File: config.mk
export PLATFORM = sky130hd
export DESIGN_NAME = bcd_7seg_mux_flat
export DESIGN_NICKNAME = d
export VERILOG_FILES = /design/src/rtl/seg7_pkg.sv /design/src/rtl/bcd_7seg_mux_if.sv /design/src/rtl/seg7_decode.sv /design/src/rtl/bcd_7seg_mux.sv /design/src/flat_wrapper.sv
export SDC_FILE = /design/constraint.sdc
export NUM_CORES = 1
export LEC_CHECK = 0
export BUFFER_PORTS_ARGS = -buffer_cell sky130_fd_sc_hd__buf_2
export CAP_MARGIN = 25
export CORE_MARGIN = 10
export CORE_UTILIZATION = 40
export DETAILED_ROUTE_END_ITERATION = 16
export GPL_ROUTABILITY_DRIVEN = 0
export PLACE_DENSITY = 0.67
export SYNTH_ARGS = -nofsm -noshare
export SYNTH_HDL_FRONTEND = slang
export SYNTH_SLANG_ARGS = --single-unit
File: constraint.sdc
create_clock -name clk -period 4.3 [get_ports clk]
set_input_delay 0.43 -clock clk [delete_from_list [all_inputs] [get_ports clk]]
set_output_delay 0.43 -clock clk [all_outputs]
set_load 0.03 [all_outputs]
File: src/rtl/seg7_pkg.sv
// Glyph constants and nibble-to-segment lookup for the multiplexed 7-segment driver.
// Latency: purely combinational helpers, no state.
// Backpressure: not applicable (constants and a pure function only).
package seg7_pkg;

    // Segment order is {g,f,e,d,c,b,a}; bit 0 drives segment a.
    localparam logic [6:0] SEG_0    = 7'h3F;
    localparam logic [6:0] SEG_1    = 7'h06;
    localparam logic [6:0] SEG_2    = 7'h5B;
    localparam logic [6:0] SEG_3    = 7'h4F;
    localparam logic [6:0] SEG_4    = 7'h66;
    localparam logic [6:0] SEG_5    = 7'h6D;
    localparam logic [6:0] SEG_6    = 7'h7D;
    localparam logic [6:0] SEG_7    = 7'h07;
    localparam logic [6:0] SEG_8    = 7'h7F;
    localparam logic [6:0] SEG_9    = 7'h6F;
    localparam logic [6:0] SEG_A    = 7'h77;
    localparam logic [6:0] SEG_B    = 7'h7C;
    localparam logic [6:0] SEG_C    = 7'h39;
    localparam logic [6:0] SEG_D    = 7'h5E;
    localparam logic [6:0] SEG_E    = 7'h79;
    localparam logic [6:0] SEG_F    = 7'h71;
    localparam logic [6:0] SEG_DASH = 7'h40;
    localparam logic [6:0] SEG_OFF  = 7'h00;

    // In BCD mode a nibble above 9 is not a digit, so it shows a dash instead of a letter.
    function automatic logic [6:0] nibble_to_seg(input logic [3:0] nibble, input logic hex_mode);
        logic [6:0] g;
        case (nibble)
            4'h0:    g = SEG_0;
            4'h1:    g = SEG_1;
            4'h2:    g = SEG_2;
            4'h3:    g = SEG_3;
            4'h4:    g = SEG_4;
            4'h5:    g = SEG_5;
            4'h6:    g = SEG_6;
            4'h7:    g = SEG_7;
            4'h8:    g = SEG_8;
            4'h9:    g = SEG_9;
            4'hA:    g = SEG_A;
            4'hB:    g = SEG_B;
            4'hC:    g = SEG_C;
            4'hD:    g = SEG_D;
            4'hE:    g = SEG_E;
            default: g = SEG_F;
        endcase
        if (!hex_mode && (nibble > 4'd9)) begin
            g = SEG_DASH;
        end
        return g;
    endfunction

endpackage

File: src/rtl/bcd_7seg_mux_if.sv
// Value-source to display-driver bundle: load strobe with digit word in, pad-level scan outputs back.
// Latency: wires only.
// Backpressure: none; the driver accepts a load on any cycle and the last load wins.
interface bcd_7seg_mux_if #(
    parameter int N_DIGITS = 4
);
    logic                    load;
    logic [4*N_DIGITS-1:0]   digits_in;
    logic [N_DIGITS-1:0]     dp_in;
    logic                    hex_mode;
    logic                    blank_lz;
    logic [6:0]              seg_out;
    logic                    dp_out;
    logic [N_DIGITS-1:0]     dig_sel;
    logic                    upd_pend;

    modport master (
        output load, digits_in, dp_in, hex_mode, blank_lz,
        input  seg_out, dp_out, dig_sel, upd_pend
    );

    modport slave (
        input  load, digits_in, dp_in, hex_mode, blank_lz,
        output seg_out, dp_out, dig_sel, upd_pend
    );
endinterface

File: src/rtl/seg7_decode.sv
// Single-digit glyph decoder shared by all scan slots via the digit-index mux.
// Latency: combinational.
// Backpressure: not applicable.
module seg7_decode
    import seg7_pkg::*;
(
    input  logic [3:0] nibble,
    input  logic       hex_mode,
    input  logic       blank,
    output logic [6:0] glyph
);

    // Blanking wins over the glyph; polarity is applied later at the output register.
    assign glyph = blank ? SEG_OFF : nibble_to_seg(nibble, hex_mode);

endmodule

File: src/rtl/bcd_7seg_mux.sv
// Time-multiplexed N-digit 7-segment driver with frame-synchronous updates (no tearing).
// Latency: 1 clk from prescaler tick to pins; a load becomes visible at the next frame boundary.
// Backpressure: none; loads are always accepted into the pending regs, a later load overwrites.
module bcd_7seg_mux
    import seg7_pkg::*;
#(
    parameter int N_DIGITS       = 4,
    parameter int REFRESH_DIV    = 1000,
    parameter bit ACTIVE_LOW_SEG = 1'b0,
    parameter bit ACTIVE_LOW_DIG = 1'b0
) (
    input  logic             clk,
    input  logic             rst,
    bcd_7seg_mux_if.slave    bus
);

    localparam int IDX_W = $clog2(N_DIGITS);
    localparam int CNT_W = $clog2(REFRESH_DIV);

    localparam logic [6:0]          SEG_INV = {7{ACTIVE_LOW_SEG}};
    localparam logic [N_DIGITS-1:0] DIG_INV = {N_DIGITS{ACTIVE_LOW_DIG}};

    logic [CNT_W-1:0]        cnt;
    logic                    tick;
    logic [IDX_W-1:0]        idx;
    logic                    boundary;
    logic                    take;

    logic                    pending;
    logic [4*N_DIGITS-1:0]   pend_digits;
    logic [N_DIGITS-1:0]     pend_dp;
    logic                    pend_hex;
    logic                    pend_blz;

    logic [4*N_DIGITS-1:0]   disp_digits;
    logic [N_DIGITS-1:0]     disp_dp;
    logic                    disp_hex;
    logic                    disp_blz;

    logic [4*N_DIGITS-1:0]   frame_digits;
    logic [N_DIGITS-1:0]     frame_dp;
    logic                    frame_hex;
    logic                    frame_blz;

    logic [3:0]              nib [N_DIGITS];
    logic [N_DIGITS-1:0]     lz_mask;
    logic [N_DIGITS-1:0]     dig_onehot;
    logic [6:0]              glyph;

    logic [6:0]              seg_q;
    logic                    dp_q;
    logic [N_DIGITS-1:0]     dig_q;

    assign tick     = (cnt == CNT_W'(REFRESH_DIV - 1));
    assign boundary = tick && (idx == '0);
    assign take     = boundary && pending;

    // At the boundary tick digit 0 must already come from the new data, so bypass the display regs.
    assign frame_digits = take ? pend_digits : disp_digits;
    assign frame_dp     = take ? pend_dp     : disp_dp;
    assign frame_hex    = take ? pend_hex    : disp_hex;
    assign frame_blz    = take ? pend_blz    : disp_blz;

    // Prescaler: one tick every REFRESH_DIV cycles, starting from 0 after reset.
    always_ff @(posedge clk) begin
        if (rst) begin
            cnt <= '0;
        end else if (tick) begin
            cnt <= '0;
        end else begin
            cnt <= cnt + CNT_W'(1);
        end
    end

    // Scan index advances after each tick so the first tick after reset shows digit 0.
    always_ff @(posedge clk) begin
        if (rst) begin
            idx <= '0;
        end else if (tick) begin
            if (idx == IDX_W'(N_DIGITS - 1)) begin
                idx <= '0;
            end else begin
                idx <= idx + IDX_W'(1);
            end
        end
    end

    // Pending side: a load always lands here; a load on the boundary tick keeps pending set for the next frame.
    always_ff @(posedge clk) begin
        if (rst) begin
            pending     <= 1'b0;
            pend_digits <= '0;
            pend_dp     <= '0;
            pend_hex    <= 1'b0;
            pend_blz    <= 1'b0;
        end else if (bus.load) begin
            pending     <= 1'b1;
            pend_digits <= bus.digits_in;
            pend_dp     <= bus.dp_in;
            pend_hex    <= bus.hex_mode;
            pend_blz    <= bus.blank_lz;
        end else if (boundary) begin
            pending     <= 1'b0;
        end
    end

    // Display side: only refreshed at a frame boundary, so a frame never mixes old and new digits.
    always_ff @(posedge clk) begin
        if (rst) begin
            disp_digits <= '0;
            disp_dp     <= '0;
            disp_hex    <= 1'b0;
            disp_blz    <= 1'b0;
        end else if (take) begin
            disp_digits <= pend_digits;
            disp_dp     <= pend_dp;
            disp_hex    <= pend_hex;
            disp_blz    <= pend_blz;
        end
    end

    // Split the digit word into nibbles for the index mux.
    always_comb begin
        for (int k = 0; k < N_DIGITS; k++) begin
            nib[k] = frame_digits[4*k +: 4];
        end
    end

    // Leading-zero mask: digit k is a leading zero if it and every more significant nibble are zero; digit 0 never is.
    always_comb begin
        logic all_zero;
        lz_mask  = '0;
        all_zero = 1'b1;
        for (int k = N_DIGITS - 1; k >= 1; k--) begin
            all_zero   = all_zero && (nib[k] == 4'd0);
            lz_mask[k] = all_zero;
        end
    end

    // One-hot select for the digit about to be shown.
    always_comb begin
        dig_onehot      = '0;
        dig_onehot[idx] = 1'b1;
    end

    seg7_decode u_decode (
        .nibble   (nib[idx]),
        .hex_mode (frame_hex),
        .blank    (frame_blz && lz_mask[idx]),
        .glyph    (glyph)
    );

    // Output register: reset parks the pins at the off level; each tick loads the current digit with polarity applied.
    always_ff @(posedge clk) begin
        if (rst) begin
            seg_q <= SEG_OFF ^ SEG_INV;
            dp_q  <= ACTIVE_LOW_SEG;
            dig_q <= DIG_INV;
        end else if (tick) begin
            seg_q <= glyph ^ SEG_INV;
            dp_q  <= frame_dp[idx] ^ ACTIVE_LOW_SEG;
            dig_q <= dig_onehot ^ DIG_INV;
        end
    end

    assign bus.seg_out  = seg_q;
    assign bus.dp_out   = dp_q;
    assign bus.dig_sel  = dig_q;
    assign bus.upd_pend = pending;

endmodule
File: src/flat_wrapper.sv
// flat-port wrapper written by rule: the top's interface ports become plain ports
module bcd_7seg_mux_flat import seg7_pkg::*;
#(
    parameter int N_DIGITS       = 4,
    parameter int REFRESH_DIV    = 1000,
    parameter bit ACTIVE_LOW_SEG = 1'b0,
    parameter bit ACTIVE_LOW_DIG = 1'b0
)
  (clk, rst, bus_load, bus_digits_in, bus_dp_in, bus_hex_mode, bus_blank_lz, bus_seg_out, bus_dp_out, bus_dig_sel, bus_upd_pend);
  bcd_7seg_mux_if #(.N_DIGITS(N_DIGITS)) bus_i ();
  input  logic clk;
  input  logic rst;
  input wire logic [$bits(bus_i.load)-1:0] bus_load;
  input wire logic [$bits(bus_i.digits_in)-1:0] bus_digits_in;
  input wire logic [$bits(bus_i.dp_in)-1:0] bus_dp_in;
  input wire logic [$bits(bus_i.hex_mode)-1:0] bus_hex_mode;
  input wire logic [$bits(bus_i.blank_lz)-1:0] bus_blank_lz;
  output wire logic [$bits(bus_i.seg_out)-1:0] bus_seg_out;
  output wire logic [$bits(bus_i.dp_out)-1:0] bus_dp_out;
  output wire logic [$bits(bus_i.dig_sel)-1:0] bus_dig_sel;
  output wire logic [$bits(bus_i.upd_pend)-1:0] bus_upd_pend;
  assign bus_i.load = bus_load;
  assign bus_i.digits_in = bus_digits_in;
  assign bus_i.dp_in = bus_dp_in;
  assign bus_i.hex_mode = bus_hex_mode;
  assign bus_i.blank_lz = bus_blank_lz;
  assign bus_seg_out = bus_i.seg_out;
  assign bus_dp_out = bus_i.dp_out;
  assign bus_dig_sel = bus_i.dig_sel;
  assign bus_upd_pend = bus_i.upd_pend;
  bcd_7seg_mux #(.N_DIGITS(N_DIGITS), .REFRESH_DIV(REFRESH_DIV), .ACTIVE_LOW_SEG(ACTIVE_LOW_SEG), .ACTIVE_LOW_DIG(ACTIVE_LOW_DIG)) u_core (.clk(clk), .rst(rst), .bus(bus_i));
endmodule
Yosys cells after proc, flatten, opt, wreduce, memory -nomap -nowiden
Memory sizes are Yosys's and may differ from the RTL's.
Index checks and enable logic that the tools add are counted.
- muxes and demuxes: 18
- bitwise gates (word level): 1
- magnitude comparators: 4
- add/sub/neg operators: 2
- reduce and logical (&&, ||, !) cells: 14
- equal/unequal tests: 2
- operator list (cell ; count):
    2-to-1 mux 16 bit ; 1
    2-to-1 mux 7 bit ; 2
    logical NOT 4 bit ; 3
    2-to-1 mux 4 bit ; 3
    adder 10 x 1 -> 10 bit, second input constant ; 1
    equality test 10 bit, second input constant ; 1
    binary-select mux 4 bit (select 2 bit) ; 1
    logical AND 1 bit ; 7
    2-to-1 mux 1 bit ; 7
    binary-select mux 1 bit (select 2 bit) ; 2
    > comparator 4 bit, second input constant ; 1
    >= comparator 3 bit, second input constant ; 1
    < comparator 2 x 3 -> 1 bit, second input constant ; 1
    NOT 2 -> 3 bit ; 1
    adder 2 x 1 -> 2 bit, second input constant ; 1
    demux 1 bit (select 2 bit) ; 1
    equality test 2 bit, second input constant ; 1
    >= comparator 2 x 1 -> 1 bit, second input constant ; 1
    logical NOT 2 bit ; 1
    2-to-1 mux 2 bit ; 1
    nonzero test 2 bit ; 1
    OR reduction 2 bit ; 1
    logical NOT 1 bit ; 1
- bits of input ports: 25
- flip-flop bits (word level): 69
- output and inout port bits: 13
- bits in read-only memories: 112
- word-level logic and storage cells: 56
- memories kept: 1
- memories (memory ; depth ; width ; read ports ; clocked after memory_dff ; write ports ; line ; RTL):
    (name not given) ; 16 ; 7 ; 1 ; 0 ; 0 ; seg7_pkg.sv:29 ; case (nibble)

Logic depth before layout (Yosys ltp)
Gate-level depths: netlist of run 1.
- depth after elaboration: 11
- depth in mapped cells: 15

Cells and area by module
From an unflattened synthesis of run 1, not the netlist that was laid out.
- cells, all modules: 338
- area, all modules: 3173.0 µm²
- by module, submodules not included (module ; instances ; cells each ; area each (µm²) ; sequential area each (µm²)):
    bcd_7seg_mux ; 1 ; 300 ; 2859.0 ; 1381.3
    seg7_decode ; 1 ; 38 ; 314.1 ; 0.0

Worst setup path after synthesis of run 1
Ideal clock, no wire load.
- kind: reg-to-reg
- start: register u_core.idx[0]
- end: register u_core.seg_q[1] (netlist: u_core.bus.seg_out[1])
- period minus slack after synthesis: 3.208 ns
- arrival: 3.125 ns
- cell stages (with the launch flop): 16
- setup slack: 1.092 ns
- library setup time: 0.083 ns
- data required time: 4.217 ns
- cells stage by stage: dfxtp_1 > buf_2 > buf_2 > inv_1 > ha_1 > and2_1 > nand4bb_1 > buf_4 > buf_6 > mux2i_1 > mux4_2 > inv_1 > ha_1 > o21ai_0 > a31o_4 > o31ai_4
- cells in the longest elaborated chain, start to end: 11
- elaborated cells between the ends (all ways): 24
- those cells by class: order compare (1); mux (10); bitwise (1); reduce/logical (11); memory (1)
- ends and longest elaborated chain (item ; line ; RTL):
    start, declared ; bcd_7seg_mux.sv:25 ; logic [IDX_W-1:0] idx;
    start signal, assigned ; bcd_7seg_mux.sv:83 ; idx <= idx + IDX_W'(1);
    logical NOT 2 bit ; bcd_7seg_mux.sv:55 ; assign boundary = tick && (idx == '0);
    logical AND 1 bit ; bcd_7seg_mux.sv:55 ;
    logical AND 1 bit ; bcd_7seg_mux.sv:56 ; assign take = boundary && pending;
    2-to-1 mux 16 bit ; bcd_7seg_mux.sv:59 ; assign frame_digits = take ? pend_digits : disp_digits;
    binary-select mux 4 bit (select 2 bit) or logical NOT 4 bit (tied branches) ; bcd_7seg_mux.sv:147, bcd_7seg_mux.sv:135 ;
    2-to-1 mux 4 bit (implied by the code) or logical AND 1 bit (tied branches) (2 in series) ; bcd_7seg_mux.sv:147, bcd_7seg_mux.sv:135 ;
    > comparator 4 bit or binary-select mux 1 bit (select 2 bit) (tied branches) ; seg7_pkg.sv:47, bcd_7seg_mux.sv:149 ;
    logical AND 1 bit or 2-to-1 mux 1 bit (tied branches) ; seg7_pkg.sv:47, bcd_7seg_mux.sv:149 ;
    2-to-1 mux 7 bit or logical AND 1 bit (tied branches) ; seg7_pkg.sv:47, bcd_7seg_mux.sv:149 ;
    2-to-1 mux 7 bit (*) ; seg7_decode.sv:14 ; assign glyph = blank ? SEG_OFF : nibble_to_seg(nibble, hex_mode);
    end signal, assigned ; bcd_7seg_mux.sv:156 ; seg_q <= SEG_OFF ^ SEG_INV;
    end signal, assigned ; bcd_7seg_mux.sv:160 ; seg_q <= glyph ^ SEG_INV;
    end, declared ; bcd_7seg_mux.sv:50 ; logic [6:0] seg_q;
Mark *: on every way between the ends. The rest lies on a longest branch, timed or not. The select of a mux whose other input is x is not followed.
A chain may end at the register's enable or synchronous reset.

Final worst setup path of run 1
- start: register u_core.idx[1]
- end: register u_core.seg_q[1] (netlist: u_core.bus.seg_out[1])
The elaborated chain is that of the path after synthesis.

==> results of run 1 <==
-- final timing paths --
kind                          from                     to  depth (start not counted)
min               bus_digits_in[6]  u_core.pend_digits[6]                          3
max reg2reg          u_core.idx[1]  u_core.bus.seg_out[1]                         11
min reg2reg  u_core.bus.seg_out[2]  u_core.bus.seg_out[2]                          2
max                  u_core.idx[1]  u_core.bus.seg_out[1]                         11
-- cell type report --
type	count	area (um^2)	share of cell area
clock buffer	10	138	0.0373
clock inverter	6	116	0.0315
inverter	4	15.0	0.00407
multi-input combinational	243	1700	0.460
sequential	69	1380	0.374
tap	102	128	0.0346
timing repair buffer	41	215	0.0583
-- worst max-delay path, stage by stage, from the launching register on --
cell and delay [ns]:
dfxtp_1 0.36, inv_2 0.22, ha_1 0.21, and2_1 0.15, nand4bb_2 0.60, mux2i_1 0.30, mux4_2 0.57, inv_1 0.12
ha_1 0.26, o21ai_0 0.13, a31o_4 0.30, o31ai_4 0.23
-- routing by layer --
| layer | wire length, um | GRT usage | up-vias | part of all wire |
|---|---|---|---|---|
| met4 | 51 | 0.0335 | 0 | 0.0076 |
| li1 | - | - | 1230 | - |
| met1 | 3200 | 0.144 | 1121 | 0.48 |
| met2 | 3030 | 0.183 | 52 | 0.45 |
| met3 | 401 | 0.0549 | 4 | 0.060 |
| met5 | 0 | 0 | - | 0 |
-- state kept, by name (all words and copies together), names as in the netlist --
register	flops
u_core.idx	2
u_core.pend_digits	16
u_core.disp_digits	16
u_core.bus.dp_out	1
u_core.pend_hex	1
u_core.pend_blz	1
u_core.disp_blz	1
u_core.pend_dp	4
u_core.bus.seg_out	7
u_core.bus.upd_pend	1
u_core.disp_hex	1
u_core.cnt	10
u_core.disp_dp	4
u_core.bus.dig_sel	4
-- cells by family after synthesis --
kind of cell / synth area share
compound gates: 0.0876
xor+xnor: 0.0275
fa+ha+maj: 0.0393
buf+inv: 0.0346
flops: 0.434
mux: 0.199
simple gates: 0.178
-- where the power goes --
part	internal [uW]	switching, uW	total (uW)
Combinational	26.9	30.5	57.4
Clock	406	254	660
Sequential	654	13.4	667
-- synth_stat cells, drive strengths merged, types with 4 or more instances --
master	n	share of area
nor3	5	0.0079
xor2	6	0.016
nor2	56	0.066
o21ai	5	0.0079
and3	4	0.0079
buf	11	0.020
mux4	5	0.035
xnor2	4	0.011
clkbuf	8	0.0094
inv	4	0.0047
mux2i	48	0.15
nand3	4	0.0063
ha	10	0.039
nand2	42	0.049
and2	5	0.0098
dfxtp	69	0.43
a21oi	18	0.028
-- per-stage QoR --
stage | instances | utilization | total power [uW]
after floorplan | 335 | - | 717
after global placement | 459 | 0.445 | 738
after detailed placement | 459 | 0.445 | 740
after CTS | 475 | 0.478 | 1400
after global routing | 475 | 0.478 | 1430
final | 475 | 0.478 | 1380
==> qor.csv, run 1 <==
metric,value,unit
fin_ws,0.768,ns
die_w,109,um
start_kind,flop,
die_area,0.0119,mm^2
p_per_area,375,mW/mm^2
num_antenna_cells,0,
die_y,109,um
start_util,0.412,
root_buffer,clkbuf_8,
synthArstFlopShare,0,
syn_area,0.00319,mm^2
slew_headroom,0.503,
layout_commonest_cell,dfxtp_1,
status,"finished, final reports clean",
syn_to_final_growth,15.9,%
clk_path_buf_depth,2,
leakage,0.00169,uW
rsz0062_at_grt,false,
ff2ff_setup_slack,0.77,ns
clock_sinks,69,
cts_tree,built,
final_max_slew_viol_count,0,
wl_per_cell,14.1,um
synth_flop_cell,dfxtp_1,
rows,32,
layout.nets,403,
grt_pass1_wl,11300,um
worst-endpoint-arrival,3.80,ns
postSynthAreaPerCell,9.51,um^2
synth-edff-count,0,
cts_setup_buffers,0,
vias,2407,
drt_iter0_drc,143,
fin_worst_hold_slack,0.304,ns
fmax,0.283,GHz
clock_latency,0.35,ns
ys_seq_area_frac,0.434,
ctsHoldBuffers,0,
grt_max_degree,57,
syn-num-nets,370,
syn_inst,335,
port_buffers,37,
finalWirelength,6690,um
hold_viol,0,
clk_pin_slew,0.08,ns
tightest_slew,0.746,ns
cts.htree.levels,3,
final_design_area_no_fill,0.00369,mm^2
dp_hpwl,4910,um
finalCritPeriodShare,0.821,
core_area,0.00773,mm^2
cts_resized,0,
yosys_warnings,0,
grt_pass1_vias,2391,
path_class,reg2reg,
final.setup.tns,0,ns
gr-total-overflow,0,
dpl-instance-area,0.00344,mm^2
period_needed,3.53,ns
clock_skew,0.00918,ns
ioPinCount,38,
layout_common_cells,"dfxtp_1 (69), nor2_1 (56), mux2i_1 (48)",
critical_path_peak_fanout,20,
cts_buffers,9,
critical_path_required,4.57,ns
dr.pass1.iters,4,
ant_nets,0,
pre_cts_ws,0.794,ns
n_fill_cell,728,
maxCapViolations,0,
drc_errors,0,
via_per_inst,5.07,
grt_util_all_layers,0.118,
setup_viol,0,
critPathCaptureType,flop,
antenna_found_initial,0,
ys_ff_latch,69,
peakVddDrop,0.263,mV
layout-drive-gt1-share,0.198,
synth.distinct_cells,46,
hold_class,in2reg,
Power figures use the tool's default switching activity.
==> run 2, diff against run 1 <==
Settings changed: PLACE_DENSITY 0.67 to 0.7.
Clock period 4.3 ns to 3.2 ns, I/O delays scaled along.
==> run 2 against run 1 <==
Compared with the run above:
- largest power group unchanged
- hold slack got worse by 0.096 ns
- maximum frequency rose by 17%
- final cell count rose by 0.42%
- clock power barely moved
- critical path depth did not move
- die area did not move
==> qor.csv, run 2 (synthesis gave the netlist of run 1 again) <==
metric,value,unit,change
status,"finished, final reports clean",,
grt_pass1_vias,2324,,-2.8%
peakVddDrop,0.270,mV,+2.8%
slew_headroom,0.554,,+0.0517
grt_util_all_layers,0.118,,-0.000330
root_buffer,clkbuf_8,,
clk_pin_slew,0.07,ns,about the same
clock_skew,0.00706,ns,-0.00213 ns
rows,32,,unchanged
finalCritPeriodShare,0.943,,+0.122
worst-endpoint-arrival,3.26,ns,-0.54 ns
start_kind,flop,,
dr.pass1.iters,4,,unchanged
setup_viol,0,,unchanged
start_util,0.412,,unchanged
reg2reg_depth,11,,unchanged
hold_viol,0,,unchanged
dp.cells,461,,+0.44%
cts.htree.levels,3,,unchanged
drt_iter0_drc,141,,-1.4%
path_class,reg2reg,,
rsz0062_at_grt,false,,
antenna_found_initial,0,,unchanged
core_area,0.00773,mm^2,unchanged
maxCapViolations,0,,unchanged
tightest_slew,0.666,ns,-0.0796 ns
final_max_slew_viol_count,0,,unchanged
period_needed,3.02,ns,-0.515 ns
cts_tree,built,,
clock_sinks,69,,unchanged
syn_to_final_growth,15.1,%,
gr-total-overflow,0,,unchanged
leakage,0.00168,uW,-0.48%
critical_path_required,3.44,ns,-1.13 ns
critPathCaptureType,flop,,
drc_errors,0,,unchanged
clock_latency,0.35,ns,about the same
ant_nets,0,,unchanged
layout.nets,407,,+0.99%
wl_per_cell,14.1,um,-0.14%
p_per_area,445,mW/mm^2,+19%
grt_max_degree,37,,-35%
ctsHoldBuffers,0,,unchanged
hold_class,in2reg,,
finalWirelength,6710,um,+0.28%
layoutNonFillerInstCount,477,,+0.42%
dp_hpwl,4880,um,-0.56%
final.setup.tns,0,ns,unchanged
die_y,109,um,unchanged
clk_path_buf_depth,2,,unchanged
via_per_inst,5.07,,about the same
vias,2418,,+0.46%
num_antenna_cells,0,,unchanged
layout-drive-gt1-share,0.205,,+0.00694
ioPinCount,38,,unchanged
holdPathStages,3,,unchanged
grt_pass1_wl,11200,um,-1.4%
finish.utilization,0.475,,-0.00324
top_regs,"u_core.disp_digits x16, u_core.pend_digits x16, u_core.cnt x10",,
fmax,0.331,GHz,+17%
die_area,0.0119,mm^2,unchanged
die_w,109,um,unchanged
layout_common_cells,"dfxtp_1 (69), nor2_1 (56), mux2i_1 (48)",,
critical_path_peak_fanout,27,,+35%
layout_commonest_cell,dfxtp_1,,
cts_buffers,9,,unchanged
ff2ff_setup_slack,0.18,ns,-0.59 ns
port_buffers,37,,unchanged
run 2: cell count changes in the layout (fill, tap and decap cells not counted), sizes merged:
| cell | previous run | this run |
|---|---|---|
| buf | 41 | 45 |
| inv | 6 | 4 |
| clkbuf | 10 | 13 |
| bufinv | 3 | 0 |
run 2: metrics by stage:
step | power [uW] | cell area (um^2) | worst slack [ns] | hold WS [ns]
floorplan | 964 | 3190 | 0.0671 | 0.427
global placement | 992 | 3470 | 0.268 | 0.437
detailed placement | 994 | 3470 | 0.167 | 0.443
CTS | 1660 | 3650 | 0.126 | 0.192
global route | 1710 | 3670 | 0.00836 | 0.201
finish | 1630 | 3670 | 0.182 | 0.207
run 2: final timing paths:
kind                            to             startpoint
min reg2reg  u_core.bus.seg_out[0]  u_core.bus.seg_out[0]
max          u_core.bus.seg_out[6]          u_core.cnt[0]
min              u_core.pend_dp[2]           bus_dp_in[2]
max reg2reg  u_core.bus.seg_out[6]          u_core.cnt[0]
run 2: power by group:
part | switching [uW] | total (uW) | leakage, uW | internal, uW
clock | 301 | 657 | 0.0000974 | 356
sequential | 17.4 | 897 | 0.000561 | 879
combinational | 41.1 | 77.0 | 0.00102 | 35.9
run 2: timing repair:
action,CTS,global route
setup endpoints to repair,0,2
buffers inserted,0,2
gates resized for setup,0,1
run 2: routing by layer:
layer,part of all wire,GRT usage,vias up
met5,0,0,-
met1,0.48,0.147,1136
li1,-,-,1230
met2,0.45,0.177,42
met4,0.014,0.0586,0
met3,0.049,0.0401,10
run 2: worst max-delay path, stage by stage (launching register included):
cell and delay, ns:
dfxtp_1 0.37, ha_1 0.22, nand4_1 0.14, nand4bb_2 0.32, buf_12 0.21, mux2i_1 0.17, mux4_2 0.52, inv_1 0.17
ha_1 0.22, nor2_1 0.10, a211o_1 0.29, a22o_1 0.17
run 2: layout make-up:
type                    count  area, um^2
well taps                 102         128
clock inverters             1        5.00
fillers                   743        4060
multi-input cells         243        1700
inverters                   4        15.0
repair buffers             45         258
clock buffers              13         179
flip-flops and latches     69        1380
